`config.mk`:
```
export PLATFORM = sky130hd
export DESIGN_NAME = sys_array_drain
export DESIGN_NICKNAME = d
export VERILOG_FILES = /design/src/rtl/sys_array_drain.sv
export SDC_FILE = /design/constraint.sdc
export NUM_CORES = 1
export LEC_CHECK = 0
export ABC_AREA = 1
export CORE_AREA = 5 5 125 246
export CTS_CLUSTER_SIZE = 20
export DETAILED_ROUTE_END_ITERATION = 12
export DIE_AREA = 0 0 130 251
export PLACE_DENSITY = 0.74
export SLEW_MARGIN = 20
export SYNTH_ARGS = -nofsm -noshare
export SYNTH_HDL_FRONTEND = slang
export SYNTH_SLANG_ARGS = --single-unit
```
`constraint.sdc`:
```
create_clock -name clk -period 1.56 [get_ports clk]
set_input_delay 0.39 -clock clk [delete_from_list [all_inputs] [get_ports clk]]
set_output_delay 0.39 -clock clk [all_outputs]
set_load 0.1 [all_outputs]
```
`src/rtl/sys_array_drain.sv`:
```
// Reader side of the systolic array result bus: snapshots the full out_c matrix
// on a capture pulse and streams it out one PE row per valid/ready beat.
module sys_array_drain #(
  parameter int WIDTH      = 16,
  parameter int ARR_HEIGHT = 4,
  parameter int ARR_WIDTH  = 4,
  localparam int IDX_W     = (ARR_HEIGHT > 1) ? $clog2(ARR_HEIGHT) : 1,
  localparam int ROW_W     = ARR_WIDTH * WIDTH
) (
  input  logic                        clk,
  input  logic                        reset,
  input  logic [ARR_HEIGHT*ROW_W-1:0] in_c,
  input  logic                        capture,
  output logic [ROW_W-1:0]            out_row_data,
  output logic [IDX_W-1:0]            out_row_idx,
  output logic                        out_valid,
  input  logic                        out_ready,
  output logic                        out_last,
  output logic                        busy,
  output logic                        done,
  output logic                        overrun
);
  // state | meaning
  // IDLE  | waiting for capture, no beat offered
  // SEND  | streaming buffered rows, out_valid held high until each transfer
  typedef enum logic {IDLE, SEND} state_t;

  localparam logic [IDX_W-1:0] LAST_ROW = IDX_W'(ARR_HEIGHT - 1);

  state_t                           state_q, state_d;
  logic [ARR_HEIGHT-1:0][ROW_W-1:0] buf_q;
  logic [IDX_W-1:0]                 row_q, row_d;
  logic                             load, last_row, last_xfer, done_d, overrun_d;

  assign last_row     = (row_q == LAST_ROW);
  assign busy         = (state_q == SEND);
  assign out_valid    = busy;
  assign out_last     = busy && last_row;
  assign out_row_idx  = row_q;
  assign out_row_data = busy ? buf_q[row_q] : '0;

  always_comb begin
    state_d   = state_q;
    row_d     = row_q;
    load      = 1'b0;
    last_xfer = 1'b0;
    done_d    = 1'b0;
    overrun_d = overrun;
    case (state_q)
      IDLE: begin
        if (capture) begin
          load    = 1'b1;
          row_d   = '0;
          state_d = SEND;
        end
      end
      SEND: begin
        last_xfer = out_ready && last_row;
        if (out_ready) begin
          if (last_row) begin
            done_d = 1'b1;
            row_d  = '0;
            // a capture on the final transfer chains straight into the next drain
            if (capture) load = 1'b1;
            else         state_d = IDLE;
          end else begin
            row_d = row_q + IDX_W'(1);
          end
        end
        if (capture && !last_xfer) overrun_d = 1'b1;
      end
      default: state_d = IDLE;
    endcase
    if (load) overrun_d = 1'b0;
  end

  always_ff @(posedge clk or negedge reset) begin
    if (!reset) begin
      state_q <= IDLE;
      row_q   <= '0;
      buf_q   <= '0;
      done    <= 1'b0;
      overrun <= 1'b0;
    end else begin
      state_q <= state_d;
      row_q   <= row_d;
      done    <= done_d;
      overrun <= overrun_d;
      if (load) buf_q <= in_c;
    end
  end

endmodule

```
==> impl_metrics.toml <==
[outcome]
outcome = "finished with violations"
violations = "negative setup slack"

[route]
via_per_inst = 4.90
ant_nets = 0
dr.first_iter.drc_count = 614
drt-met1-wl_um = 15600
wire_per_inst_um = 16.3
wirelength_um = 37500
wl_met2_um = 17900
met3_length_um = 3240
top_layer_used = "met5"
drt-pass1-iter-count = 5
vias = 11300
drt_drc_violations_left = 0

[synthesis]
seq_area_frac_synth = 0.525
synth-compound-area-share = 0.132
synth_top_family_by_area = "simple AND/OR/NAND/NOR gates"
yosys_register_bits = 261
synth_top_area_cell = "dfrtp_1"
syn_area_sq_um = 12400
synthMuxAreaShare = 0
yosys.area_share.xor_xnor = 0
yosys.area_share.simple = 0.209
yosysUniqueCellTypes = 17
synth_nets = 1865
netlist.area_leader.share = 0.525
synth_fa_ha_area_frac = 0.00101
syn_avg_cell_area_sq_um = 7.75
yosysWarningCount = 0
yosys-top-cells-area = "dfrtp_1 (53%), nand2_1 (16%), o21ai_0 (10%)"
syn_inst = 1604

[sta]
fmax_ghz = 0.427
relSlewSlack = 0.666
fin_tns_setup_ps = -143270
rsz0062_at_grt = "true"
fin_skew_ps = 10.5
worst_pin_slew_ps = 502
finalCritPeriodShare = 1.50
setup_violations = 326
min_period_ps = 2340
finalMaxSlewViolations = 0
final_hold_viol_count = 0
setup_ws_ps = -784

[critical_path]
cp_common_cell = "buf_12"
cp_num_buf_inv = 2
path_max_fanout = 57
crit_required_ps = 1170
crit_chain = "buf_12 -> nand2_1 -> nand3_2 -> a21oi_4 -> buf_12"
slowest_stage = "dfrtp_4"
critPathTopFamily = "flip-flops"
max_stage_delay_ps = 520
start_kind = "register"
crit_arrival_ps = 1950
endpoint_kind = "output port"
crit_type = "reg2out"

[placement]
dp.cells = 2257
portBuffers = 330
hpwl_um = 27100
place_congestion = 0.810

[cells_and_area]
mostFrequentLayoutCells = "nand2_1 (516), o21ai_0 (258), dfrtp_1 (258), clkdlybuf4s50_1 (258), inv_1 (257)"
final_common_cell = "nand2_1"
fin_nets = 2191
num-fill-cells = 2248
areaGrowthSynthToFinish_pct = 57.6
stdcell_count = 2307
drive_above_1_share = 0.195

[cts]
h-tree-depth = 1
cts_buffers = 25
clock_latency_ps = 530
cts_tree = "built"
clkTransAtPathRegs_ps = 70
clk_path_buf_depth = 3
cts_root_buffer = "clkbuf_16"
cts_sinks = 261

[die]
start_util = 0.434
ioPinCount = 331
die_w_um = 130
rows = 88
dieArea_sq_um = 32600
core_area_sq_um = 28600
fp.dieH_um = 251

[global_route]
track_usage = 0.231
grt_pass1_wl_um = 60600
antenna_found_initial = 7
grt_pass1_vias = 11600
grt_max_degree = 58
grt-ovfl-total = 0

[job]
drv_cap = 0

[hold_path]
hold_path_class = "in2async"
-- metrics by stage --
step	utilization	hold slack, ps	setup WS, ps	cell area [sq um]
after global routing	0.685	413	-833	19600
final	0.685	402	-784	19600
after detailed placement	0.649	366	-461	18600
after CTS	0.683	391	-807	19500
after floorplan	-	94.4	-555	14100
after global placement	0.649	369	-376	18600
-- Yosys cell counts (all sizes together) --
| cell type | number |
|---|---|
| nand3 | 129 |
| inv | 261 |
| ha | 1 |
| nand2 | 517 |
| buf | 89 |
| dfrtp | 261 |
| o21ai | 258 |
| a21oi | 65 |
| a22oi | 1 |
| clkbuf | 18 |
| nor2 | 3 |
| or2 | 1 |
-- metal layers --
| metal | GRT usage | vias to the layer above |
|---|---|---|
| met2 | 0.372 | 357 |
| met5 | 0 | - |
| li1 | - | 5590 |
| met3 | 0.0555 | 55 |
| met1 | 0.315 | 5304 |
| met4 | 0.0547 | 8 |
-- what timing repair did --
action	in CTS	in global routing
gates resized for setup	11	6
pin swaps	0	2
hold buffers	1	0
endpoints found under the setup margin	326	329
endpoints found under the hold margin	36	0
gates cloned	2	1
setup buffers	2	0
-- kinds of logic after synthesis --
logic type	count (synthesis)
compound gates	324
fa+ha+maj	1
buf+inv	368
flops	261
simple gates	650
-- registers in the layout, indices dropped and copies added, names as in the netlist --
register,cells
buf_q,256
busy,1
done,1
out_row_idx,2
overrun,1
-- layout make-up --
| cell class | count | area, sq um | area share |
|---|---|---|---|
| repair buffers | 406 | 5190 | 0.265 |
| flip-flops and latches | 261 | 6540 | 0.334 |
| well taps | 360 | 450 | 0.0230 |
| multi-input cells | 975 | 5580 | 0.284 |
| clock buffers | 35 | 723 | 0.0369 |
| clock inverters | 7 | 116 | 0.00594 |
| diodes | 2 | 5.00 | 0.000255 |
| inverters | 261 | 1000 | 0.0512 |
-- path summary, 6_finish.rpt --
check	cells past startpoint	slack, ps	startpoint	to
worst max-delay path	5	-780	out_row_idx[0]	out_row_data[9]
worst min-delay path	2	400	reset	buf_q[166]
worst max register to register	8	-470	out_row_idx[0]	buf_q[11]
worst min register to register	2	540	buf_q[131]	buf_q[131]
max in group asynchronous	3	560	reset	buf_q[174]
min in group clk	3	420	in_c[252]	buf_q[252]
Power is not shown: default switching activity piles up to over one toggle a cycle in this logic, so the estimate is an artifact.
